### config.mk
export PLATFORM = sky130hd
export DESIGN_NAME = mem_stage
export DESIGN_NICKNAME = d
export VERILOG_FILES = /design/src/rtl/mem_pkg.sv /design/src/rtl/load_align.sv /design/src/rtl/mem_stage.sv
export SDC_FILE = /design/constraint.sdc
export NUM_CORES = 1
export LEC_CHECK = 0
export BUFFER_PORTS_ARGS = -buffer_cell sky130_fd_sc_hd__buf_2
export CAP_MARGIN = 5
export CELL_PAD_IN_SITES_DETAIL_PLACEMENT = 1
export CELL_PAD_IN_SITES_GLOBAL_PLACEMENT = 2
export CORE_UTILIZATION = 25
export CTS_BUF_LIST = sky130_fd_sc_hd__clkbuf_4
export DETAILED_ROUTE_END_ITERATION = 7
export GPL_TIMING_DRIVEN = 1
export PLACE_DENSITY = 0.85
export SYNTH_ARGS = -nofsm -noshare
export SYNTH_HDL_FRONTEND = slang
export SYNTH_SLANG_ARGS = --single-unit
### constraint.sdc
create_clock -name clk -period 2.5 [get_ports clk]
set_clock_uncertainty 0.05 [all_clocks]
set_input_delay 0.125 -clock clk [delete_from_list [all_inputs] [get_ports clk]]
set_output_delay 0.125 -clock clk [all_outputs]
set_load 0.1 [all_outputs]
### src/rtl/mem_pkg.sv
// Shared definitions for the memory-access pipeline stage: load-op encodings,
// FSM state encoding and the default reset PC.
package mem_pkg;

    localparam logic [31:0] RESET_PC_DEFAULT = 32'h1c00_0000;

    typedef enum logic [2:0] {
        LD_NONE = 3'd0,
        LD_B    = 3'd1,
        LD_H    = 3'd2,
        LD_W    = 3'd3,
        LD_BU   = 3'd4,
        LD_HU   = 3'd5
    } load_op_e;

    typedef enum logic [1:0] {
        S_IDLE = 2'd0,
        S_REQ  = 2'd1,
        S_WAIT = 2'd2,
        S_DONE = 2'd3
    } ms_state_e;

    // Sign- or zero-extend a byte/halfword into a 32-bit word.
    function automatic logic [31:0] ext8(input logic [7:0] b, input logic sx);
        return {{24{sx & b[7]}}, b};
    endfunction

    function automatic logic [31:0] ext16(input logic [15:0] h, input logic sx);
        return {{16{sx & h[15]}}, h};
    endfunction

endpackage

### src/rtl/load_align.sv
// Extracts and extends the loaded byte/halfword/word from the raw read data.
module load_align
    import mem_pkg::*;
(
    input  logic [31:0] rdata,
    input  logic [1:0]  addr,
    input  logic [2:0]  load_op,
    output logic [31:0] data
);

    logic [7:0]  byte_s;
    logic [15:0] half_s;

    // Lane select, then extension by load type.
    always_comb begin
        byte_s = 8'h00;
        case (addr)
            2'd0:    byte_s = rdata[7:0];
            2'd1:    byte_s = rdata[15:8];
            2'd2:    byte_s = rdata[23:16];
            2'd3:    byte_s = rdata[31:24];
            default: byte_s = 8'h00;
        endcase
        if (addr[1]) begin
            half_s = rdata[31:16];
        end else begin
            half_s = rdata[15:0];
        end
        case (load_op)
            LD_B:    data = ext8(byte_s, 1'b1);
            LD_BU:   data = ext8(byte_s, 1'b0);
            LD_H:    data = ext16(half_s, 1'b1);
            LD_HU:   data = ext16(half_s, 1'b0);
            default: data = rdata;
        endcase
    end

endmodule

### src/rtl/mem_stage.sv
// Memory-access pipeline stage: holds one instruction, issues its data-SRAM
// request/response handshake and hands the writeback payload to WB.
module mem_stage
    import mem_pkg::*;
#(
    parameter logic [31:0] RESET_PC = RESET_PC_DEFAULT
) (
    input  logic        clk,
    input  logic        reset,
    input  logic        es_to_ms_valid,
    input  logic [31:0] es_pc,
    input  logic        es_mem_en,
    input  logic [3:0]  es_mem_we,
    input  logic [31:0] es_mem_addr,
    input  logic [31:0] es_mem_wdata,
    input  logic [2:0]  es_load_op,
    input  logic [3:0]  es_rf_we,
    input  logic [4:0]  es_rf_waddr,
    input  logic [31:0] es_rf_wdata,
    output logic        ms_allow_in,
    output logic        data_sram_req,
    output logic        data_sram_wr,
    output logic [3:0]  data_sram_wstrb,
    output logic [31:0] data_sram_addr,
    output logic [31:0] data_sram_wdata,
    input  logic        data_sram_addr_ok,
    input  logic        data_sram_data_ok,
    input  logic [31:0] data_sram_rdata,
    output logic [3:0]  ms_rf_we,
    output logic [4:0]  ms_rf_waddr,
    output logic [31:0] ms_rf_wdata,
    output logic        ms_load_pending,
    input  logic        ws_allow_in,
    output logic        ms_to_ws_valid,
    output logic [31:0] ms_pc_out,
    output logic [3:0]  ms_to_ws_rf_we,
    output logic [4:0]  ms_to_ws_rf_waddr,
    output logic [31:0] ms_to_ws_rf_wdata
);

    ms_state_e   state_q;
    logic        ms_valid_q;
    logic [31:0] pc_q;
    logic        mem_en_q;
    logic [3:0]  mem_we_q;
    logic [31:0] addr_q;
    logic [31:0] wdata_q;
    logic [2:0]  load_op_q;
    logic [3:0]  rf_we_q;
    logic [4:0]  rf_waddr_q;
    logic [31:0] rf_wdata_q;
    logic [31:0] rdata_q;

    logic        ms_ready_go_s;
    logic [31:0] load_data_s;
    logic [31:0] wb_data_s;

    assign ms_ready_go_s  = (state_q == S_DONE);
    assign ms_allow_in    = !ms_valid_q || (ms_ready_go_s && ws_allow_in);
    assign ms_to_ws_valid = ms_valid_q && ms_ready_go_s;

    // Gated by reset so a pending request drops in the very cycle reset rises.
    assign data_sram_req   = (state_q == S_REQ) && mem_en_q && !reset;
    assign data_sram_wr    = |mem_we_q;
    assign data_sram_wstrb = mem_we_q;
    assign data_sram_addr  = addr_q;
    assign data_sram_wdata = wdata_q;

    load_align u_load_align (
        .rdata   (rdata_q),
        .addr    (addr_q[1:0]),
        .load_op (load_op_q),
        .data    (load_data_s)
    );

    assign wb_data_s = (load_op_q != LD_NONE) ? load_data_s : rf_wdata_q;

    assign ms_rf_we        = ms_valid_q ? rf_we_q : 4'h0;
    assign ms_rf_waddr     = rf_waddr_q;
    assign ms_rf_wdata     = wb_data_s;
    assign ms_load_pending = ms_valid_q && (load_op_q != LD_NONE) && (state_q != S_DONE);

    assign ms_pc_out         = pc_q;
    assign ms_to_ws_rf_we    = rf_we_q;
    assign ms_to_ws_rf_waddr = rf_waddr_q;
    assign ms_to_ws_rf_wdata = wb_data_s;

    // Stage FSM plus payload capture; a capture always overrides the current state.
    always_ff @(posedge clk) begin
        if (reset) begin
            state_q    <= S_IDLE;
            ms_valid_q <= 1'b0;
            pc_q       <= RESET_PC;
            mem_en_q   <= 1'b0;
            mem_we_q   <= 4'h0;
            addr_q     <= 32'h0;
            wdata_q    <= 32'h0;
            load_op_q  <= 3'd0;
            rf_we_q    <= 4'h0;
            rf_waddr_q <= 5'd0;
            rf_wdata_q <= 32'h0;
            rdata_q    <= 32'h0;
        end else if (ms_allow_in) begin
            ms_valid_q <= es_to_ms_valid;
            if (es_to_ms_valid) begin
                pc_q       <= es_pc;
                mem_en_q   <= es_mem_en;
                mem_we_q   <= es_mem_we;
                addr_q     <= es_mem_addr;
                wdata_q    <= es_mem_wdata;
                load_op_q  <= es_load_op;
                rf_we_q    <= es_rf_we;
                rf_waddr_q <= es_rf_waddr;
                rf_wdata_q <= es_rf_wdata;
                state_q    <= es_mem_en ? S_REQ : S_DONE;
            end else begin
                state_q <= S_IDLE;
            end
        end else begin
            case (state_q)
                S_REQ: begin
                    if (data_sram_addr_ok) begin
                        state_q <= S_WAIT;
                    end
                end
                S_WAIT: begin
                    if (data_sram_data_ok) begin
                        rdata_q <= data_sram_rdata;
                        state_q <= S_DONE;
                    end
                end
                default: ;
            endcase
        end
    end

endmodule

After elaboration in Yosys (flattened, before gate mapping)
Index checks and enable logic that the tools add are counted.
{ "totals": {"regBits": 180, "latchBits": 0, "ramBits": 0, "rom_bits": 0, "in_bits": 183, "output_inout_bits": 187, "elab_cells": 53, "memories": 0} }
{ "classes": {"addsub": 0, "n_mul": 0, "div": 0, "n_lt_le_gt_ge": 0, "n_eq_ne": 13, "shift": 0, "mux": 11, "n_bitwise": 1, "n_reduce_logical": 16} }
{ "op_table": {"columns": ["operator", "n"], "rows": [
  ["one-hot mux 32 bit (4 select lines)", 1],
  ["two-way mux 32 bit", 1],
  ["one-hot mux 8 bit (4 select lines)", 1],
  ["two-way mux 16 bit", 1],
  ["two-way mux 2 bit", 5],
  ["equality test 2 bit (second input constant)", 4],
  ["equality test 3 bit (second input constant)", 2],
  ["logical AND 1 bit", 6],
  ["inequality test 3 bit (second input constant)", 2],
  ["AND reduction 3 bit", 2],
  ["nonzero test 3 bit", 2],
  ["equality test 2 x 1 -> 1 bit (second input constant)", 2],
  ["two-way mux 4 bit", 1],
  ["one-hot mux 2 bit (2 select lines)", 1],
  ["OR reduction 4 bit", 1],
  ["equality test 3 x 1 -> 1 bit (second input constant)", 1],
  ["equality test 3 x 2 -> 1 bit (second input constant)", 1],
  ["logical NOT 1 bit", 2],
  ["logical NOT 2 bit", 1],
  ["inequality test 2 bit (second input constant)", 1],
  ["AND reduction 2 bit", 1],
  ["logical OR 1 bit", 1],
  ["NOT 1 bit", 1]
]} }

Logic depth before layout (Yosys ltp)
{ "logic_depth": {"word_depth": 5, "mapped_depth": 8, "mapped_depth_nobuf": 4} }

Modules after synthesis
Synthesis repeated with hierarchy kept, for this count alone.
{ "hier_totals": {"cells_unflattened": 1025, "hier_area_um2": 9519.1} }
{ "by_module_without_submodules": {"columns": ["mod", "instances", "cells_per_inst", "area_per_inst_um2", "seq_area_each_um2"], "rows": [
  ["mem_stage", 1, 868, 8398.1, 3603.5],
  ["load_align", 1, 157, 1121.1, 0.0]
]} }

Least setup slack after synthesis
Ideal clock, no wire load.
{ "synth_timing": {"path_kind": "register to output", "from": "register addr_q[1], in the netlist data_sram_addr[1]", "to": "output port ms_to_ws_rf_wdata[30]", "t_arrival_ns": 4.698, "setup_slack_ns": -2.373, "stages_incl_launch_ff": 7, "path_buffers": 2, "cell_sequence": "dfxtp_1 -> mux2i_1 -> nand2_1 -> clkbuf_1 -> o21ai_0 -> a211oi_1 -> buf_4"} }
{ "synth_via": {"elab_chain_cells": 4} }
{ "synth_lines": {"columns": ["item", "line_no", "text"], "rows": [
  ["start, declared", "mem_stage.sv:46", "logic [31:0] addr_q;"],
  ["start signal, assigned", "mem_stage.sv:109", "addr_q <= es_mem_addr;"],
  ["equality test 2 bit (tied with other cells)", "load_align.sv:17", "case (addr)"],
  ["one-hot mux 8 bit (4 select lines)", "load_align.sv:17", null],
  ["one-hot mux 32 bit (4 select lines) (*)", "load_align.sv:29", "case (load_op)"],
  ["two-way mux 32 bit (*)", "mem_stage.sv:76", "assign wb_data_s = (load_op_q != LD_NONE) ? load_data_s : rf_wdata_q;"],
  ["end, declared", "mem_stage.sv:38", "output logic [31:0] ms_to_ws_rf_wdata"]
]} }
Every way passes the cells marked *; elsewhere a longest branch is shown, timed or not.

Worst setup path after layout
{ "layout_timing": {"from": "register addr_q[1], in the netlist data_sram_addr[1]", "to": "output port ms_to_ws_rf_wdata[7]"} }
Same word-level chain as after synthesis.

==> metrics.csv <==
metric,value,unit
crit-path max cell delay,420,ps
status,"complete, but fails checks",
Max-Cap Viols,0,
startpoint type of the worst setup path,flop,
Post-Syn Area,7940,sq um
Slew @ Worst Pin,558,ps
syn_nets,1232,
Pleak,6.00,nW
Bufs and invs on worst path,2,
largest net degree at the start of global routing,109,
final std cells w/o fill,2003,
first-pass GRT wire length,57.6,mm
Hold Path Class,in -> reg,
First DRT Iteration DRCs,384,
share of cells above drive strength 1,33.9,%
FF-to-FF path depth,5,
Initial Util,25.7,%
Total GRT Usage,22.4,%
post-route cell area,14400,sq um
worst-skew pair later-pin latency,590,ps
critical path depth,6,
FP Rows,64,
initial antenna violation count,5,
routed wl met3,2.31,mm
Die Area,32500,sq um
top-count cell post-synth,nand2_1,
"Arr. time, crit path",2510,ps
dpl ws,255,ps
Synth top area share,45.4,%
crit end category,output port,
Slew headroom,62.8,%
Final Worst Setup Slack,-188,ps
Final min period,2690,ps
Hold Crit Depth,5,
grt ovf,0,
pwr/cell area,619,nW/um^2
CTS root buf,clkbuf_4,
via count,9767,
mux cell area share after synthesis,3.25,%
CTS Buffer Depth,2,
Area contributors post-synth,"dfxtp_1 45%, nand2_1 18%, a21oi_1 12%",
clk sink count,180,
Worst path top cell family by delay,compound AO/OA/AOI/OAI gates,
vias in the first global route,10400,
gate count after technology mapping,1049,
Compound-Gate Fraction of Synth Area,20.9,%
Worst VDD drop,0.269,mV
# setup viols final,34,
Synth Warn #,0,
"Reg clk slew, reported paths",170,ps
Synth Area in Simple Gates,21.5,%
vias per cell,4.88,
area grow syn2layout,81.0,%
DR WL/cell,19.7,microns
Port Buf Inserts,369,
Async SR Flop Fraction,0,%
Post-synth EDFFs,0,
Peak Freq,372,MHz
crit path max fanout,3,
Fin Setup TNS,-2090,ps
Synth Area in XOR/XNOR,0,%
failing checks,negative setup slack,
dpl hpwl,22.8,mm
post-route antenna net violation count,0,
Adder-Cell Fraction of Synth Area,0,%
Metal-1 WL,15.0,mm
RSZ-0062 raised after global routing,yes,
"Distinct cells, synth",43,
Ports,370,
critical path's slowest cell,dfxtp_4,
highest metal used,met5,
"Hold Violations, Final",0,
Tcrit/Tclk final,108,%
CP required,2330,ps
detailed-route DRC error count,0,
fillcell total,3623,
Die Wd,180,microns
final WL,39.6,mm
Die H,180,microns
metal2 WL,21.3,mm
Inst Count DP,1714,
drt pass-1 iters,4,
CTS tree,yes,
Post-DP Area,10500,sq um
CTS H-tree lvls,4,
Num CTS Buffers,17,
fin nets,1775,
Post-synth top cells,"376 x nand2_1, 198 x a21oi_1, 180 x dfxtp_1, 49 x clkbuf_1, 44 x buf_4",
GPL Wtd Cong,0.848,
core area,30900,sq um
CP cell instances,"mux2i_2, buf_4, mux2_4, a211o_1, o32ai_4, buf_12",
largest family of logic cells by synthesized area,simple AND/OR/NAND/NOR gates,
average size of a mapped cell,7.57,sq um
final core occ,46.5,%
sequential share of the synthesized area,45.4,%
synthesized flop and latch total,180,
WS Path Type,reg -> out,
largest area contributor in the netlist,dfxtp_1,
Slew Limit Fails,0,
Post-synth top flop,dfxtp_1,
-- state kept, by name, summed over array words and instances (netlist names) --
name and count:
ms_rf_waddr 5, data_sram_wdata 32, data_sram_wstrb 4, load_op_q 3, ms_pc_out 32, rf_wdata_q 32
state_q 2, mem_en_q 1, data_sram_addr 32, ms_to_ws_rf_we 4, rdata_q 32, ms_valid_q 1
-- final timing paths --
path / startpoint / to / slack (ps)
hold / removal: data_sram_data_ok / rdata_q[15]$_SDFFE_PP0P_ / 170
setup reg to reg: ms_valid_q$_SDFFE_PP0P_ / data_sram_wdata[1]$_SDFFE_PP0P_ / 170
setup / recovery: data_sram_addr[1]$_SDFFE_PP0P_ / ms_to_ws_rf_wdata[7] / -190
hold reg to reg: data_sram_addr[12]$_SDFFE_PP0P_ / data_sram_addr[12]$_SDFFE_PP0P_ / 410
-- power breakdown --
group	internal, W	switching [W]	total [W]
sequential	0.00302	0.000108	0.00312
combinational	0.00131	0.00278	0.00408
clock	0.000458	0.00124	0.00169
total	0.00478	0.00412	0.00890
-- metal layers --
metal | track usage (%) | vias to the layer above
li1 | - | 4556
met1 | 24.5 | 4806
met2 | 41.3 | 334
met3 | 6.24 | 65
met4 | 7.49 | 6
met5 | 0 | -
-- cell type report --
type                       instances  area, sq um  share of cell area, %
antenna                            2         5.00                 0.0348
clock buffer                      18          135                  0.940
clock inverter                    14          133                  0.923
inverter                           6         30.0                  0.209
multi-input combinational        740         4230                   29.4
sequential                       180         3630                   25.2
tap                              396          495                   3.45
timing repair buffer             647         5720                   39.8
-- layout by cell type, fill, tap and decap left out, types with 3 or more instances in the layout --
cell type,n
nand2_1,373
buf_2,303
dlygate4sd3_1,237
a21oi_1,193
dfxtp_1,167
buf_12,72
o21ai_1,20
buf_4,20
clkbuf_4,18
nor3_1,16
a211oi_4,16
dfxtp_2,10
mux2i_1,9
o22ai_2,9
buf_6,9
o21ai_0,7
mux2i_4,7
o221a_2,7
nor2_4,7
mux2i_2,6
a22oi_2,5
o22ai_1,5
o221ai_2,5
a21oi_2,5
inv_6,5
inv_8,5
clkbuf_16,5
and2_1,4
clkinvlp_4,4
inv_1,4
nor2_1,4
nand2b_1,3
nand3b_1,3
dfxtp_4,3
-- worst register-to-register path: stages, from the launching register on --
cell and delay [ps]:
dfxtp_2 570, a21bo_4 200, buf_12 360, nand2_1 250, a21oi_1 230, dlygate4sd3_1 610
-- logic make-up (layout without fill, tap and decap cells) --
kind of cell,count (synthesis),in the layout
other cells,0,2
compound gates,289,289
simple gates,427,427
mux,24,24
buf+inv,129,685
flops,180,180
-- stage by stage --
step / hold slack [ps] / total power, W
2_1_floorplan: 194 / 0.00587
3_3_place_gp: 286 / 0.00643
3_5_place_dp: 298 / 0.00645
4_1_cts: 95.1 / 0.00859
5_1_grt: 134 / 0.00924
6_report: 165 / 0.00890
-- timing repair --
action                                  in CTS  in global routing
endpoints found under the hold margin      180                  0
gates cloned                                 0                  5
resized for setup                          105                178
pin swaps                                    3                 31
endpoints found under the setup margin      65                107
setup buffers                                5                  9
hold buffers                               237                  0
No activity file was read; power rests on OpenSTA's default activity.
